File: src/rtl/led_pkg.sv
// Shared definitions for the scrolling 7-segment driver.
// Contents: character codes, active-low segment constants and the FSM state encoding.
package led_pkg;

    localparam logic [5:0] CH_0 = 6'd0;
    localparam logic [5:0] CH_1 = 6'd1;
    localparam logic [5:0] CH_2 = 6'd2;
    localparam logic [5:0] CH_3 = 6'd3;
    localparam logic [5:0] CH_4 = 6'd4;
    localparam logic [5:0] CH_5 = 6'd5;
    localparam logic [5:0] CH_6 = 6'd6;
    localparam logic [5:0] CH_7 = 6'd7;
    localparam logic [5:0] CH_8 = 6'd8;
    localparam logic [5:0] CH_9 = 6'd9;
    localparam logic [5:0] CH_A = 6'd10;
    localparam logic [5:0] CH_B = 6'd11;
    localparam logic [5:0] CH_C = 6'd12;
    localparam logic [5:0] CH_D = 6'd13;
    localparam logic [5:0] CH_E = 6'd14;
    localparam logic [5:0] CH_F = 6'd15;
    localparam logic [5:0] CH_G = 6'd16;
    localparam logic [5:0] CH_H = 6'd17;
    localparam logic [5:0] CH_I = 6'd18;
    localparam logic [5:0] CH_J = 6'd19;
    localparam logic [5:0] CH_K = 6'd20;
    localparam logic [5:0] CH_L = 6'd21;
    localparam logic [5:0] CH_M = 6'd22;
    localparam logic [5:0] CH_N = 6'd23;
    localparam logic [5:0] CH_O = 6'd24;
    localparam logic [5:0] CH_P = 6'd25;
    localparam logic [5:0] CH_Q = 6'd26;
    localparam logic [5:0] CH_R = 6'd27;
    localparam logic [5:0] CH_S = 6'd28;
    localparam logic [5:0] CH_T = 6'd29;
    localparam logic [5:0] CH_U = 6'd30;
    localparam logic [5:0] CH_V = 6'd31;
    localparam logic [5:0] CH_W = 6'd32;
    localparam logic [5:0] CH_X = 6'd33;
    localparam logic [5:0] CH_Y = 6'd34;
    localparam logic [5:0] CH_Z = 6'd35;
    localparam logic [5:0] CH_SPACE = 6'd36;

    localparam logic [6:0] SEG_BLANK = 7'b1111111;
    localparam logic [6:0] SEG_DASH  = 7'b1111110;

    typedef enum logic [1:0] {
        ST_IDLE = 2'd0,
        ST_RUN  = 2'd1,
        ST_HOLD = 2'd2
    } state_e;

endpackage

File: src/rtl/char_seg_decoder.sv
// Combinational char code -> active-low a..g pattern (bit6 = a).
// Codes above CH_SPACE show a dash.
module char_seg_decoder
    import led_pkg::*;
(
    input  logic [5:0] code_i,
    output logic [6:0] seg_o
);

    logic [6:0] lit;  // active-high abcdefg, inverted on the way out

    always_comb begin
        lit = ~SEG_DASH;
        case (code_i)
            CH_0:     lit = 7'b1111110;
            CH_1:     lit = 7'b0110000;
            CH_2:     lit = 7'b1101101;
            CH_3:     lit = 7'b1111001;
            CH_4:     lit = 7'b0110011;
            CH_5:     lit = 7'b1011011;
            CH_6:     lit = 7'b1011111;
            CH_7:     lit = 7'b1110000;
            CH_8:     lit = 7'b1111111;
            CH_9:     lit = 7'b1111011;
            CH_A:     lit = 7'b1110111;
            CH_B:     lit = 7'b0011111;
            CH_C:     lit = 7'b1001110;
            CH_D:     lit = 7'b0111101;
            CH_E:     lit = 7'b1001111;
            CH_F:     lit = 7'b1000111;
            CH_G:     lit = 7'b1011110;
            CH_H:     lit = 7'b0110111;
            CH_I:     lit = 7'b0110000;
            CH_J:     lit = 7'b0111000;
            CH_K:     lit = 7'b1010111;
            CH_L:     lit = 7'b0001110;
            CH_M:     lit = 7'b1010100;
            CH_N:     lit = 7'b0010101;
            CH_O:     lit = 7'b0011101;
            CH_P:     lit = 7'b1100111;
            CH_Q:     lit = 7'b1110011;
            CH_R:     lit = 7'b0000101;
            CH_S:     lit = 7'b1011011;
            CH_T:     lit = 7'b0001111;
            CH_U:     lit = 7'b0111110;
            CH_V:     lit = 7'b0011100;
            CH_W:     lit = 7'b0101010;
            CH_X:     lit = 7'b0110110;
            CH_Y:     lit = 7'b0111011;
            CH_Z:     lit = 7'b1101101;
            CH_SPACE: lit = 7'b0000000;
            default:  lit = ~SEG_DASH;
        endcase
        seg_o = ~lit;
    end

endmodule

File: src/rtl/led_scroll_driver.sv
// Multiplexed N-digit common-anode 7-segment driver scrolling a stored message.
// Optional feature macro LED_BLINK_EN adds a blink input that blanks the second half of each scroll period in RUN.
module led_scroll_driver
    import led_pkg::*;
#(
    parameter int NUM_DIGITS  = 4,
    parameter int MSG_DEPTH   = 16,
    parameter int REFRESH_DIV = 50000,
    parameter int SCROLL_DIV  = 25_000_000,
    localparam int ADDR_W = $clog2(MSG_DEPTH)
) (
    input  logic                  clk,
    input  logic                  reset,
    input  logic                  wr_en,
    input  logic [ADDR_W-1:0]     wr_addr,
    input  logic [5:0]            wr_data,
    input  logic [ADDR_W:0]       msg_len,
    input  logic                  start,
    input  logic                  pause,
    input  logic                  stop,
`ifdef LED_BLINK_EN
    input  logic                  blink,
`endif
    output logic [NUM_DIGITS-1:0] an,
    output logic [6:0]            LED,
    output logic                  busy,
    output logic                  wrap
);

    localparam int RC_W = (REFRESH_DIV > 1) ? $clog2(REFRESH_DIV) : 1;
    localparam int SC_W = (SCROLL_DIV > 1) ? $clog2(SCROLL_DIV) : 1;
    localparam int DG_W = (NUM_DIGITS > 1) ? $clog2(NUM_DIGITS) : 1;
    localparam logic [RC_W-1:0]   REF_LAST = RC_W'(REFRESH_DIV - 1);
    localparam logic [SC_W-1:0]   SCR_LAST = SC_W'(SCROLL_DIV - 1);
    localparam logic [DG_W-1:0]   DIG_LAST = DG_W'(NUM_DIGITS - 1);
    localparam logic [ADDR_W:0]   DEPTH_V  = (ADDR_W + 1)'(MSG_DEPTH);

    logic [5:0]            mem_q [MSG_DEPTH];
    state_e                state_q, state_d;
    logic [RC_W-1:0]       ref_cnt_q, ref_cnt_d;
    logic [SC_W-1:0]       scr_cnt_q, scr_cnt_d;
    logic [DG_W-1:0]       digit_q, digit_d;
    logic [ADDR_W-1:0]     ptr_q, ptr_d, base_q, base_d;
    logic [ADDR_W:0]       len_q, len_d;
    logic                  wrap_q, wrap_d;
    logic [NUM_DIGITS-1:0] an_q, an_d;
    logic [6:0]            led_q, led_d, seg_code;
    logic                  restart, blank_d;

    // NOTE: the buffer has no reset so it maps onto plain RAM; its contents survive reset.
    always_ff @(posedge clk) begin
        if (wr_en) mem_q[wr_addr] <= wr_data;
    end

    char_seg_decoder u_dec (
        .code_i (mem_q[ptr_q]),
        .seg_o  (seg_code)
    );

    // NOTE: every always_comb output gets a default first so no latch is inferred.
    always_comb begin
        state_d = state_q;
        restart = 1'b0;
        if (stop) begin
            state_d = ST_IDLE;
        end else if (start && msg_len != '0) begin
            state_d = ST_RUN;
            restart = 1'b1;
        end else if (pause) begin
            if (state_q == ST_RUN)       state_d = ST_HOLD;
            else if (state_q == ST_HOLD) state_d = ST_RUN;
        end
    end

    always_comb begin
        ref_cnt_d = ref_cnt_q;
        scr_cnt_d = scr_cnt_q;
        digit_d   = digit_q;
        ptr_d     = ptr_q;
        base_d    = base_q;
        len_d     = len_q;
        wrap_d    = 1'b0;
        if (restart) begin
            len_d     = (msg_len > DEPTH_V) ? DEPTH_V : msg_len;
            ref_cnt_d = '0;
            scr_cnt_d = '0;
            digit_d   = '0;
            ptr_d     = '0;
            base_d    = '0;
        end else if (state_q != ST_IDLE) begin
            if (state_q == ST_RUN) begin
                if (scr_cnt_q == SCR_LAST) begin
                    scr_cnt_d = '0;
                    base_d = (({1'b0, base_q} + (ADDR_W + 1)'(1)) == len_q) ? '0 : base_q + ADDR_W'(1);
                    wrap_d = (base_d == '0);
                end else begin
                    scr_cnt_d = scr_cnt_q + SC_W'(1);
                end
            end
            if (ref_cnt_q == REF_LAST) begin
                ref_cnt_d = '0;
                // A new frame picks up the base as it stands after this edge's scroll step.
                if (digit_q == DIG_LAST) begin
                    digit_d = '0;
                    ptr_d   = base_d;
                end else begin
                    digit_d = digit_q + DG_W'(1);
                    ptr_d = (({1'b0, ptr_q} + (ADDR_W + 1)'(1)) == len_q) ? '0 : ptr_q + ADDR_W'(1);
                end
            end else begin
                ref_cnt_d = ref_cnt_q + RC_W'(1);
            end
        end
    end

    // First cycle of each slot stays dark while the next char is fetched and decoded.
    always_comb begin
        blank_d = (state_d == ST_IDLE) || (ref_cnt_d == '0);
`ifdef LED_BLINK_EN
        if (blink && state_d == ST_RUN && scr_cnt_d >= SC_W'(SCROLL_DIV / 2)) blank_d = 1'b1;
`endif
        an_d  = blank_d ? '1 : ~(NUM_DIGITS'(1) << (DIG_LAST - digit_d));
        led_d = led_q;
        if (state_d == ST_IDLE)                            led_d = SEG_BLANK;
        else if (state_q != ST_IDLE && ref_cnt_q == '0)    led_d = seg_code;
    end

    // NOTE: sequential state uses non-blocking assignments so all registers update together.
    always_ff @(posedge clk) begin
        if (reset) begin
            state_q   <= ST_IDLE;
            ref_cnt_q <= '0;
            scr_cnt_q <= '0;
            digit_q   <= '0;
            ptr_q     <= '0;
            base_q    <= '0;
            len_q     <= '0;
            wrap_q    <= 1'b0;
            an_q      <= '1;
            led_q     <= SEG_BLANK;
        end else begin
            state_q   <= state_d;
            ref_cnt_q <= ref_cnt_d;
            scr_cnt_q <= scr_cnt_d;
            digit_q   <= digit_d;
            ptr_q     <= ptr_d;
            base_q    <= base_d;
            len_q     <= len_d;
            wrap_q    <= wrap_d;
            an_q      <= an_d;
            led_q     <= led_d;
        end
    end

    assign an   = an_q;
    assign LED  = led_q;
    assign busy = (state_q != ST_IDLE);
    assign wrap = wrap_q;

endmodule

File: config.mk
export PLATFORM = sky130hd
export DESIGN_NAME = led_scroll_driver
export DESIGN_NICKNAME = d
export VERILOG_FILES = /design/src/rtl/led_pkg.sv /design/src/rtl/char_seg_decoder.sv /design/src/rtl/led_scroll_driver.sv
export SDC_FILE = /design/constraint.sdc
export NUM_CORES = 1
export LEC_CHECK = 0
export CORE_MARGIN = 2
export CORE_UTILIZATION = 50
export CTS_CLUSTER_SIZE = 30
export DETAILED_ROUTE_END_ITERATION = 16
export PLACE_DENSITY = 0.73
export SKIP_CTS_REPAIR_TIMING = 1
export SYNTH_ARGS = -nofsm -noshare
export SYNTH_HDL_FRONTEND = slang
export SYNTH_SLANG_ARGS = --single-unit
export TNS_END_PERCENT = 50
File: constraint.sdc
create_clock -name clk -period 8.4 [get_ports clk]
set_clock_uncertainty 0.1 [all_clocks]
set_input_delay 1.68 -clock clk [delete_from_list [all_inputs] [get_ports clk]]
set_output_delay 1.68 -clock clk [all_outputs]
set_load 0.01 [all_outputs]
; ---- Word-level counts from Yosys, hierarchy flattened
; Memory sizes are Yosys's and may differ from the RTL's. A register that Yosys moved wholly into a read port is not among the register bits.
; Cells that the tools add are included.
[op_classes]
n_mux = 25
n_addsub = 8
n_reduce_logical = 15
shift = 1
eq_ne = 7
bitwise = 5
n_lt_le_gt_ge = 1
[op_table]
columns = operator, n
row1 = 16-bit two-way mux, 3
row2 = 16-bit zero test, 2
row3 = 4-bit two-way mux, 7
row4 = "25-bit by 1-bit adder with 25-bit output, second input constant", 1
row5 = "25-bit equality test, second input constant", 1
row6 = 25-bit two-way mux, 1
row7 = 2-bit two-way mux, 9
row8 = "16-bit by 1-bit adder with 16-bit output, second input constant", 1
row9 = "16-bit equality test, second input constant", 1
row10 = "4-bit by 1-bit adder with 5-bit output, second input constant", 2
row11 = 5-bit equality test, 2
row12 = "4-bit by 1-bit adder with 4-bit output, second input constant", 2
row13 = 7-bit inverter, 1
row14 = 2-bit OR reduction, 3
row15 = "5-bit > comparator, second input constant", 1
row16 = 5-bit two-way mux, 1
row17 = 5-bit nonzero test, 1
row18 = 5-bit OR reduction, 1
row19 = "2-bit equality test, second input constant", 2
row20 = 4-bit zero test, 1
row21 = 1-bit two-way mux, 4
row22 = 4-bit inverter, 1
row23 = 2-bit AND reduction, 2
row24 = "1-bit by 2-bit left shift with 4-bit output, first input constant", 1
row25 = other kinds (8), 11
[word_totals]
output_inout_bits = 13
wordCells = 74
mem_bits_ro = 448
ram_bits = 96
memories = 2
in_bits = 21
regBits = 70
[mem_list]
columns = name, words, width, rd, rd_ports_with_merged_regs, write_ports, line
row1 = (name not given), 64, 7, 1, 0, 0, char_seg_decoder.sv:14  ; case (code_i)
row2 = mem_q, 16, 6, 1, 1, 1, led_scroll_driver.sv:38  ; logic [5:0] mem_q [MSG_DEPTH];

; ---- Depth between registers and ports, before layout
[depth]
word_depth = 9
mapped_depth = 11
ltp_nobuf = 9

; ---- By module
; From an unflattened synthesis, not the netlist that was laid out.
[unflattened]
hier_cells = 666
hier_area_um2 = 7985.2
[modules_own_cells]
columns = module, n_inst, seq_area_each_um2, area_per_inst_um2, cells_per_inst
row1 = led_scroll_driver, 1, 4364.2, 7398.3, 583
row2 = char_seg_decoder, 1, 0.0, 586.8, 83

; ---- Least setup slack after synthesis
; Ideal clock, no wire load.
[synth_path]
path_kind = in2reg
start = input msg_len[1]
end = register an_q[1] (netlist: an[1])
cell_stages = 5
setup_ps = 127
path_buffers = 0
t_arrival_ps = 3334
slack_ps = 4839
t_required_ps = 8173
cell_sequence = or4_1 o21ai_1 nor2_1 or4_1 or3_1
[synth_between]
elab_chain_len = 8
elab_cells_between_ends = 15
classes_between = 1 x add/sub / 1 x shift / 6 x mux / 1 x bitwise / 6 x reduce/logical
[synth_lines]
columns = element, line
row1 = start: declaration, led_scroll_driver.sv:17  ; input logic [ADDR_W:0] msg_len,
row2 = 5-bit nonzero test *, led_scroll_driver.sv:66  ; end else if (start && msg_len != '0) begin
row3 = 1-bit logical AND *, led_scroll_driver.sv:66
row4 = 1-bit two-way mux, led_scroll_driver.sv:66
row5 = 1-bit two-way mux, led_scroll_driver.sv:64  ; if (stop) begin
row6 = 2-bit two-way mux or 16-bit two-way mux (tied branches), led_scroll_driver.sv:83  ; if (restart) begin
row7 = 2-bit subtractor or 16-bit zero test (tied branches), "led_scroll_driver.sv:122, led_scroll_driver.sv:118"
row8 = 1-bit by 2-bit left shift with 4-bit output or 1-bit logical OR (tied branches), "led_scroll_driver.sv:122, led_scroll_driver.sv:118"
row9 = 4-bit inverter or 2-bit OR reduction (tied branches), n/a
row10 = end signal: assignment, led_scroll_driver.sv:150  ; an_q <= an_d;
row11 = end: declaration, led_scroll_driver.sv:46  ; logic [NUM_DIGITS-1:0] an_q, an_d;
; Mark *: on every way between the ends. The rest lies on a longest branch, timed or not.
; A chain may end at the register's enable or synchronous reset.

==> results.env <==
CORE-AREA_UM2=15800
CAP_VIOL_MAX_COUNT=0
CLK_ROOT_BUFFER_CELL='clkbuf_16'
CLOCK_PIN_SLEW_OF_THE_REGISTERS_ON_THE_WORST_CASE_SETUP_AND_HOLD_PATHS_PS=70
MEAN_SYN_CELL_AREA_UM2=11.7
PWR_DENSITY_CELL_nW_PER_UM2=189
CRITICAL_PATH_END_TYPE='flip-flop'
CP_CELL_SEQUENCE='mux4_2 -> mux4_2 -> inv_1 -> ha_1 -> a21boi_0 -> nand4_1 -> a41oi_1 -> a311oi_1 -> o21ai_1'
VIAS_IN_THE_FIRST_GLOBAL_ROUTE=5142
STATUS='finished, final reports clean'
LARGEST_CELLS_BY_AREA_AFTER_SYNTHESIS='edfxtp_1 36%, dfxtp_1 19%, mux4_2 7.0%'
PRECTSSETUPSLACK_PS=4080
FINALHOLDVIOLCOUNT=0
POST-SYNTH-TOP-COUNT-CELL='edfxtp_1'
YOSYSWARNINGS=0
DRT_PRE_ANTENNA_ITERS=5
LAYOUT-DRIVE-GT1-SHARE_PCT=10.3
SYNTH_FP_NETS=716
CLKPWRFRAC_PCT=43.9
CTS.HTREE.LEVELS=4
CRIT_TOP_CELL='mux4_2'
CLOCK_LATENCY_PS=420
SEQPWRFRAC_PCT=52.6
NETLIST_TOP_CELLS_COUNT='96 x edfxtp_1, 83 x nor2_1, 74 x dfxtp_1'
SYNTH_CELLS=681
GRT_START_MAX_NET_PINS=29
WORST_PATH_DOMINANT_CELL_FAMILY='multiplexers'
INITIAL_UTILIZATION_PCT=50.7
SYN2LAYOUT_AREA_GROWTH_PCT=12.8
MAIN_COMBINATIONAL_CELL_FAMILY_BY_AREA_AFTER_SYNTHESIS='simple AND/OR/NAND/NOR gates'
YS_TYPES=74
SYNTHDOMINANTAREACELLTYPE='edfxtp_1'
FMAXACHIEVABLE_MHz=246
REPORT.FINAL.SETUP_VIOL=0
SYNTH_COMPOUND_GATE_AREA_SHARE_PCT=8.80
SYNTHXORXNORAREAFRAC_PCT=5.48
PATH_CLASS='flip-flop to flip-flop'
INTERNAL_POWER_mW=1.33
COUNT_OF_FLIP_FLOPS_WITH_A_BUILT_IN_ENABLE_AFTER_SYNTHESIS=96
YS_ASYNC_SR_FRACTION_PCT=0
IO_PINS=34
WORST_SETUP_PATH_START_KIND='flip-flop'
FIN_CRIT_PS=4070
NUMBER_OF_I_O_PORT_BUFFERS=33
TOTAL_LEAKAGE_POWER_nW=2.91
CHIPHEIGHT_UM=130
COMB_POWER_SHARE_PCT=3.6
POSTROUTEANTENNANETS=0
LEADING_REGISTER_CELL_TYPE_OUT_OF_SYNTHESIS='edfxtp_1'
SW_FRAC_OF_TOTAL_PCT=21.9
FINAL.SETUP.TNS_PS=0
ROUTEDWLPERCELL_UM=16.8
GR-USAGE-ALL-LAYERS_PCT=19.7
CRIT_SLOWEST_CELL='dfxtp_2'
FINALNETCOUNT=741
SYNTH_TOP_CELL_AREA_SHARE_PCT=36.1
GLOBALPLACE.CONGESTION=0.869
ROW_COUNT=46
TOTAL_GR_OVERFLOW=0
ARRIVAL_TIME_WORST_ENDPOINT_PS=4320
SLEW_VIOL_FINAL=0
DETAIL_ROUTE.VIAS_PER_CELL=5.79
CP_NUM_BUF_INV=1
WIRE_LENGTH_OF_THE_FIRST_GLOBAL_ROUTING_PASS_UM=25900
POST-ROUTE-PERIOD-UTIL_PCT=48.4
SYNTHSIMPLEGATEAREAFRAC_PCT=16.9
DRTITER0DRC=528
SEQ_AREA_FRAC_SYNTH_PCT=54.6
SYNTH-ADDER-AREA-SHARE_PCT=2.19
SYNTH_SEQ_CELLS=170
DETAILED_PLACEMENT_HPWL_UM=10900
DIE_W_UM=130
DIE_AREA_UM2=17000
ANTENNA-DIODE-COUNT=0
CRITICAL-PATH-MAX-STAGE-DELAY_PS=960
CLKSINKCOUNT=170
CRITICAL_PATH.MAX_FANOUT=28
TRITONCTS='done'
ROUTED_WIRELENGTH_UM=15700
TIMING_WORST_SLEW_PIN_VALUE_PS=1060
SYNTHMUXAREASHARE_PCT=9.22
GRT_ANTENNA_BEFORE_REPAIR=0
POWER.SWITCHING_uW=373
FINAL_CRITICAL_PATH_SETUP_SLACK_PS=4330
CTSLONGESTPATHBUFFERS=2
MAX_SLEW_HEADROOM_AT_THE_WORST_PIN_PCT=28.9
MIN_PATH_TYPE='flip-flop to flip-flop'
DRCVIOLATIONCOUNT=0
TIMING.CRITICAL_PATH.REQUIRED_PS=8650
SYN_AREA_UM2=7990
TRITONCTS.NUM_BUFFERS=17
ROUTE.VIAS.TOTAL=5416
GRT_SETUP_UNREPAIRED='false'
PEAKVDDDROP_uV=165
[final timing paths]
kind                                       endpoint  cells after the start             startpoint  slack (ps)
worst max-delay path            LED[6]$_SDFFE_PP1P_                      9              flip-flop        4330
worst min-delay path               an[0]$_SDFF_PP1_                      1  digit_q[0]$_SDFF_PP0_         390
worst max register to register  LED[6]$_SDFFE_PP1P_                      9              flip-flop        4330
worst min register to register     an[0]$_SDFF_PP1_                      1  digit_q[0]$_SDFF_PP0_         390
[cells by family after synthesis]
kind of cell / Yosys count
adder cells (fa/ha/maj): 14
AND/OR/NAND/NOR: 264
AO/OA/AOI/OAI: 98
multiplexers: 42
flip-flops: 170
buffers and inverters: 43
XOR/XNOR: 50
[area by class of cell]
type / instances / area [µm²]
fill: 1333 / 6760
sequential: 170 / 4370
multi-input combinational: 468 / 3410
clock buffer: 18 / 429
timing repair buffer: 35 / 345
tap: 216 / 270
clock inverter: 14 / 143
inverter: 14 / 53.8
[power by group through the flow]
stage	logic (mW)	registers (mW)	clock network, mW
2_1_floorplan	0.0336	0.912	0
3_3_place_gp	0.0591	0.912	0
3_5_place_dp	0.0606	0.913	0
4_1_cts	0.0609	0.895	0.761
5_1_grt	0.0667	0.895	0.803
6_report	0.0606	0.895	0.747
[stage by stage]
step           power, mW  hold slack (ps)  instance area, µm²  utilization, %  instances
6_report            1.70              386                9010            57.2        935
2_1_floorplan      0.945              322                7990               -        681
3_3_place_gp       0.971              343                8440            53.5        903
3_5_place_dp       0.974              364                8440            53.5        903
4_1_cts             1.72              380                9010            57.2        935
5_1_grt             1.77              425                9010            57.2        935
[layer usage]
metal	part of all wire (%)	up-vias	GRT usage, %
met3	3.5	14	4.60
met1	46	2645	26.6
met4	1.0	0	5.44
met5	0	-	0
li1	-	2620	-
met2	49	137	32.4
[state kept, by name, summed over array words and instances (netlist names), named ones only]
register	count
wrap	1
ptr_q	4
base_q	4
mem_q	96
digit_q	2
ref_cnt_q	16
scr_cnt_q	25
an	4
LED	7
state_q	2
len_q	5
[placed cells by master (no fill, tap or decap), types with 7 or more instances in the layout]
cell             instances
a21oi_1                 22
a31oi_1                  7
and2_1                   9
and3_1                   7
clkbuf_16               17
clkdlybuf4s50_1         33
dfxtp_1                 73
edfxtp_1                96
ha_1                    14
inv_1                   12
mux2i_1                 14
mux4_2                  25
nand2_1                 37
nand2b_1                 7
nand3_1                 29
nand3b_1                 8
nand4_1                 11
nor2_1                  83
nor2b_1                  9
nor3_1                  22
nor4_1                  11
o21ai_0                  7
xnor2_1                 20
xor2_1                  30
Note: power is estimated with default switching activity, not from simulation.
